$ cat src/rtl/uart_link_pkg.sv
// rtl/uart_link_pkg.sv - Shared constants and state types for the UART acknowledged-byte link
package uart_link_pkg;

  localparam logic [7:0] ACK_BYTE    = 8'hCC;
  localparam logic [1:0] INSTR_IDLE  = 2'b00;
  localparam logic [1:0] INSTR_WRITE = 2'b10;

  typedef enum logic {A_IDLE, A_WAIT} ack_state_t;
  typedef enum logic {M_IDLE, M_WRITE} mst_state_t;

endpackage

$ cat src/rtl/link_fifo.sv
// rtl/link_fifo.sv - Synchronous receive FIFO with occupancy level and async active-low clear
module link_fifo #(
  parameter int DEPTH = 4,
  parameter int WIDTH = 8
) (
  input  logic                   clk,
  input  logic                   clr_n,
  input  logic                   push,
  input  logic [WIDTH-1:0]       push_data,
  input  logic                   pop,
  output logic [WIDTH-1:0]       pop_data,
  output logic                   full,
  output logic                   empty,
  output logic [$clog2(DEPTH):0] level
);

  localparam int PW = $clog2(DEPTH);
  localparam int LW = PW + 1;

  logic [WIDTH-1:0] mem [DEPTH];
  logic [PW-1:0]    wr_ptr;
  logic [PW-1:0]    rd_ptr;
  logic             do_push;
  logic             do_pop;

  assign full     = (level == LW'(DEPTH));
  assign empty    = (level == '0);
  assign do_push  = push && !full;
  assign do_pop   = pop && !empty;
  assign pop_data = mem[rd_ptr];

  // Storage is not cleared; the level counter alone defines valid entries.
  always_ff @(posedge clk) begin
    if (do_push) mem[wr_ptr] <= push_data;
  end

  always_ff @(posedge clk or negedge clr_n) begin
    if (!clr_n) begin
      wr_ptr <= '0;
      rd_ptr <= '0;
      level  <= '0;
    end else begin
      if (do_push) wr_ptr <= wr_ptr + PW'(1);
      if (do_pop)  rd_ptr <= rd_ptr + PW'(1);
      if (do_push && !do_pop)      level <= level + LW'(1);
      else if (do_pop && !do_push) level <= level - LW'(1);
    end
  end

endmodule

$ cat src/rtl/uart_link_responder.sv
// rtl/uart_link_responder.sv - Far-end link responder: ACKs received bytes and replays them as bus writes
module uart_link_responder
  import uart_link_pkg::*;
#(
  parameter int SLAVE_LEN    = 2,
  parameter int ADDR_LEN     = 12,
  parameter int DATA_LEN     = 8,
  parameter int BURST_LEN    = 12,
  parameter int FIFO_DEPTH   = 4,
  parameter int TARGET_SLAVE = 1,
  parameter int TARGET_ADDR  = 0
) (
  input  logic                          clk,
  input  logic                          reset_n,
  input  logic                          u_receive_sig,
  input  logic [DATA_LEN-1:0]           u_data_in,
  input  logic                          u_tx_busy,
  input  logic                          u_tx_done,
  output logic                          u_send_sig,
  output logic [DATA_LEN-1:0]           u_data_out,
  input  logic                          m_tx_done,
  output logic [1:0]                    m_instruction,
  output logic [SLAVE_LEN-1:0]          m_slave_select,
  output logic [ADDR_LEN-1:0]           m_address,
  output logic [DATA_LEN-1:0]           m_data_out,
  output logic [BURST_LEN-1:0]          m_burst_num,
  output logic                          ack_seen,
  output logic [7:0]                    drop_count,
  output logic [$clog2(FIFO_DEPTH):0]   fifo_level
);

  ack_state_t          ack_state;
  mst_state_t          mst_state;
  logic [1:0]          ack_pending;
  logic                rx_is_ack;
  logic                rx_data;
  logic                fifo_full;
  logic                fifo_empty;
  logic                fifo_push;
  logic                fifo_pop;
  logic                ack_dec;
  logic [DATA_LEN-1:0] fifo_head;

  assign rx_is_ack = u_receive_sig && (u_data_in == DATA_LEN'(ACK_BYTE));
  assign rx_data   = u_receive_sig && (u_data_in != DATA_LEN'(ACK_BYTE));
  // Full is judged before any same-cycle pop, so a byte arriving while full is refused.
  assign fifo_push = rx_data && !fifo_full;
  assign fifo_pop  = (mst_state == M_IDLE) && !fifo_empty;
  assign ack_dec   = (ack_state == A_WAIT) && u_tx_done;

  assign m_slave_select = SLAVE_LEN'(TARGET_SLAVE);
  assign m_address      = ADDR_LEN'(TARGET_ADDR);
  assign m_burst_num    = '0;

  link_fifo #(
    .DEPTH (FIFO_DEPTH),
    .WIDTH (DATA_LEN)
  ) u_fifo (
    .clk       (clk),
    .clr_n     (reset_n),
    .push      (fifo_push),
    .push_data (u_data_in),
    .pop       (fifo_pop),
    .pop_data  (fifo_head),
    .full      (fifo_full),
    .empty     (fifo_empty),
    .level     (fifo_level)
  );

  always_ff @(posedge clk or negedge reset_n) begin
    if (!reset_n) begin
      ack_seen    <= 1'b0;
      drop_count  <= '0;
      ack_pending <= '0;
    end else begin
      ack_seen <= rx_is_ack;
      if (rx_data && fifo_full && drop_count != 8'hFF) drop_count <= drop_count + 8'd1;
      if (fifo_push && !ack_dec && ack_pending != 2'd3)      ack_pending <= ack_pending + 2'd1;
      else if (ack_dec && !fifo_push && ack_pending != 2'd0) ack_pending <= ack_pending - 2'd1;
    end
  end

  always_ff @(posedge clk or negedge reset_n) begin
    if (!reset_n) begin
      ack_state  <= A_IDLE;
      u_send_sig <= 1'b0;
      u_data_out <= '0;
    end else begin
      u_send_sig <= 1'b0;
      case (ack_state)
        A_IDLE: begin
          if (ack_pending != 2'd0 && !u_tx_busy) begin
            u_send_sig <= 1'b1;
            u_data_out <= DATA_LEN'(ACK_BYTE);
            ack_state  <= A_WAIT;
          end
        end
        A_WAIT: begin
          if (u_tx_done) ack_state <= A_IDLE;
        end
      endcase
    end
  end

  always_ff @(posedge clk or negedge reset_n) begin
    if (!reset_n) begin
      mst_state     <= M_IDLE;
      m_instruction <= INSTR_IDLE;
      m_data_out    <= '0;
    end else begin
      case (mst_state)
        M_IDLE: begin
          if (!fifo_empty) begin
            m_data_out    <= fifo_head;
            m_instruction <= INSTR_WRITE;
            mst_state     <= M_WRITE;
          end
        end
        M_WRITE: begin
          if (m_tx_done) begin
            m_instruction <= INSTR_IDLE;
            mst_state     <= M_IDLE;
          end
        end
      endcase
    end
  end

endmodule

$ cat config.mk
export PLATFORM = sky130hd
export DESIGN_NAME = uart_link_responder
export DESIGN_NICKNAME = d
export VERILOG_FILES = /design/src/rtl/uart_link_pkg.sv /design/src/rtl/link_fifo.sv /design/src/rtl/uart_link_responder.sv
export SDC_FILE = /design/constraint.sdc
export NUM_CORES = 1
export LEC_CHECK = 0
export ABC_AREA = 1
export BUFFER_PORTS_ARGS = -buffer_cell sky130_fd_sc_hd__buf_4
export CAP_MARGIN = 20
export CORE_ASPECT_RATIO = 0.6
export CORE_MARGIN = 4
export CORE_UTILIZATION = 30
export CTS_CLUSTER_SIZE = 30
export DETAILED_ROUTE_END_ITERATION = 8
export PLACE_DENSITY = 0.54
export SYNTH_ARGS = -nofsm -noshare
export SYNTH_HDL_FRONTEND = slang
export SYNTH_HIERARCHICAL = 1
export SYNTH_SLANG_ARGS = --single-unit
export TNS_END_PERCENT = 100
$ cat constraint.sdc
create_clock -name clk -period 2.31 [get_ports clk]
set_input_delay 0.231 -clock clk [delete_from_list [all_inputs] [get_ports clk]]
set_output_delay 0.231 -clock clk [all_outputs]
set_load 0.01 [all_outputs]
==> impl_metrics.env <==
export IMPL_start_util=0.312
export IMPL_rows=28
export IMPL_port_buffers=39
export IMPL_dp_hpwl_um=4360
export IMPL_cp_depth=13
export IMPL_fill_cells=1004
export IMPL_die_area_sq_mm=0.0121
export IMPL_fin_skew_ns=0.00332
export IMPL_slew_violations=0
export IMPL_core_area_sq_mm=0.00998
export IMPL_fin_nets=390
export IMPL_clockBufferDepth=2
export IMPL_path_clk_slew_ns=0.05
export IMPL_postSynthCellCount=320
export IMPL_fp_dieW_um=140
export IMPL_tightest_slew_ns=0.500
export IMPL_max_freq_mhz=476
export IMPL_critPathTopFamily="adder cells"
export IMPL_peakVddDrop_mv=0.510
export IMPL_grt_ovfl_total=0
export IMPL_synth_area_sq_mm=0.00312
export IMPL_cts_buffers=9
export IMPL_worst_path_most_repeated_cell="inv_1"
export IMPL_synth_most_common_cell="nand2_1"
export IMPL_avgSynthCellArea_sq_um=9.74
export IMPL_fin_hold_ws_ns=0.0744
export IMPL_vias_per_cell=3.95
export IMPL_vias=2012
export IMPL_setup_viol=0
export IMPL_dpl_cell_count=491
export IMPL_antenna_found_initial=0
export IMPL_drt_wl_total_um=5980
export IMPL_grt_pass1_vias=1902
export IMPL_finalCritPeriodShare=0.910
export IMPL_insertion_delay_ns=0.33
export IMPL_clock_tree_root_cell="clkbuf_16"
export IMPL_first_pass_iters=4
export IMPL_power_density_mw_per_mm2=1280
export IMPL_wl_per_cell_um=11.8
export IMPL_cts_tree="done"
export IMPL_async_reset_ff_frac=0.492
export IMPL_yosys_warnings=6
export IMPL_grt_pass1_wl_um=9620
export IMPL_grt_setup_unrepaired="no"
export IMPL_pin_count=71
export IMPL_yosys_area_top_type="edfxtp_1"
export IMPL_p_leak_uw=0.00182
export IMPL_crit_path_start_kind="register"
export IMPL_worstPathCellList="inv_1 > nand3_2 > inv_1 > inv_1 > nand3_2 > inv_2 > nand2_1 > inv_1 > ha_1 > inv_1 > fa_2 > nand2_1 > o21ai_0"
export IMPL_end_kind="register"
export IMPL_maxSlewHeadroom=0.666
export IMPL_synth_common_cells="nand2_1 (88), inv_1 (47), buf_4 (35)"
export IMPL_grt_usage=0.104
export IMPL_synth_edff_count=32
export IMPL_hold_violations=0
export IMPL_synth_top_cell_area_share=0.308
export IMPL_cp_max_fo=4
export IMPL_cts_htree_levels=3
export IMPL_yosysSeqAreaShare=0.557
export IMPL_gp_congestion=0.756
export IMPL_reg2reg_depth=13
export IMPL_outcome="finished clean"
export IMPL_grt_max_degree=34
export IMPL_yosysUniqueCellTypes=31
export IMPL_worstSetupPathType="register to register"
export IMPL_dieHeight_um=87.0
export IMPL_min_period_ns=2.10
export IMPL_synth_seq_cells=63
export IMPL_crit_slowest_cell="fa_2"
export IMPL_power_uw=4810
export IMPL_ys_flop_type="edfxtp_1"
export IMPL_ant_nets=0
export IMPL_clock_sinks=63
export IMPL_reg2reg_slack_ns=0.21
export IMPL_diodes=0
export IMPL_worst_path_buf_inv=6
export IMPL_hp_class="primary input to register"
export IMPL_maxCapViolCount=0
export IMPL_arrival_ns=2.31
export IMPL_fin_cells=509
export IMPL_worstPathRequired_ns=2.52
export IMPL_synth_area_leaders="edfxtp_1 (31%), dfrtp_1 (25%), nand2_1 (11%)"
export IMPL_max_stage_delay_ns=0.44
export IMPL_tns_ns=0
export IMPL_syn_to_final_growth_pct=20.2
export IMPL_drc=0
export IMPL_initialDrtViolationCount=81
export IMPL_layout_drive_gt1_share=0.203
export IMPL_hold_path_depth=2
==> layout by cell type, fill, tap and decap left out, types with 6 or more instances in the layout <==
cell type / n
o211ai_1: 16
buf_4: 47
clkinv_1: 6
nand2_1: 87
inv_1: 46
clkbuf_16: 9
nor2_1: 11
edfxtp_1: 32
dfrtp_1: 31
nand3_1: 9
ha_1: 6
conb_1: 31
==> where the power goes <==
group          switching (uW)  total, uW  internal, uW
combinational            1070       1770           702
clock                     445       1260           812
sequential                234       1780          1550
total                    1750       4810          3060
==> per-stage QoR <==
stage               cell area [sq um]  worst slack [ns]   util
global placement                 3440             0.178  0.344
global route                     3750            0.0229  0.375
detailed placement               3440            0.0691  0.344
CTS                              3730            0.0394  0.373
finish                           3750             0.208  0.375
floorplan                        3230             0.169      -
==> routing by layer <==
metal  part of all wire  track usage  up-vias
li1                   -            -     1056
met1               0.53        0.147      894
met2               0.39        0.142       53
met3              0.063       0.0400        9
met4              0.017       0.0422        0
met5                  0            0        -
==> cell type report <==
type / count / area, sq um / area share
clock buffers: 9 / 225 / 0.0601
inverters: 51 / 194 / 0.0517
flip-flops and latches: 63 / 1740 / 0.463
multi-input cells: 196 / 1010 / 0.269
repair buffers: 48 / 363 / 0.0968
clock inverters: 7 / 53.8 / 0.0144
well taps: 135 / 169 / 0.0451
==> sequential cells by signal (all words and copies together) (netlist names) <==
register       count
u_fifo/mem        32
m_data_out         8
ack_pending        2
ack_state          1
u_send_sig         1
u_data_out         1
drop_count         8
mst_state          1
ack_seen           1
u_fifo/wr_ptr      2
u_fifo/level       3
u_fifo/rd_ptr      2
m_instruction      1
==> cells by family after synthesis <==
group                    synth area share
AND/OR/NAND/NOR                     0.167
buffers and inverters               0.160
flip-flops                          0.557
AO/OA/AOI/OAI                      0.0610
XOR/XNOR                           0.0225
adder cells (fa/ha/maj)            0.0305
other                             0.00241
==> repair_timing <==
item	4_1_cts	5_1_grt
hold endpoints to repair	31	0
resized for setup	0	5
endpoints found under the setup margin	0	2
buffers inserted	0	1
hold buffers	1	0
==> worst paths after layout <==
check	to	startpoint
max in group asynchronous	u_send_sig	reset_n
min in group asynchronous	drop_count[3]	reset_n
setup reg to reg	u_fifo/level[1]	u_fifo/level[1]
hold / removal	m_instruction[1]	m_tx_done
setup / recovery	u_fifo/level[1]	u_fifo/level[1]
hold reg to reg	m_data_out[4]	m_data_out[4]
==> worst register-to-register path, stage by stage (launching register included) <==
cell and delay (ns):
dfrtp_1 0.40, inv_1 0.11, nand3_2 0.11, inv_1 0.13
inv_1 0.06, nand3_2 0.10, inv_2 0.06, nand2_1 0.08
inv_1 0.05, ha_1 0.21, inv_1 0.11, fa_2 0.44
nand2_1 0.07, o21ai_0 0.07
(Power assumes the default switching activity.)
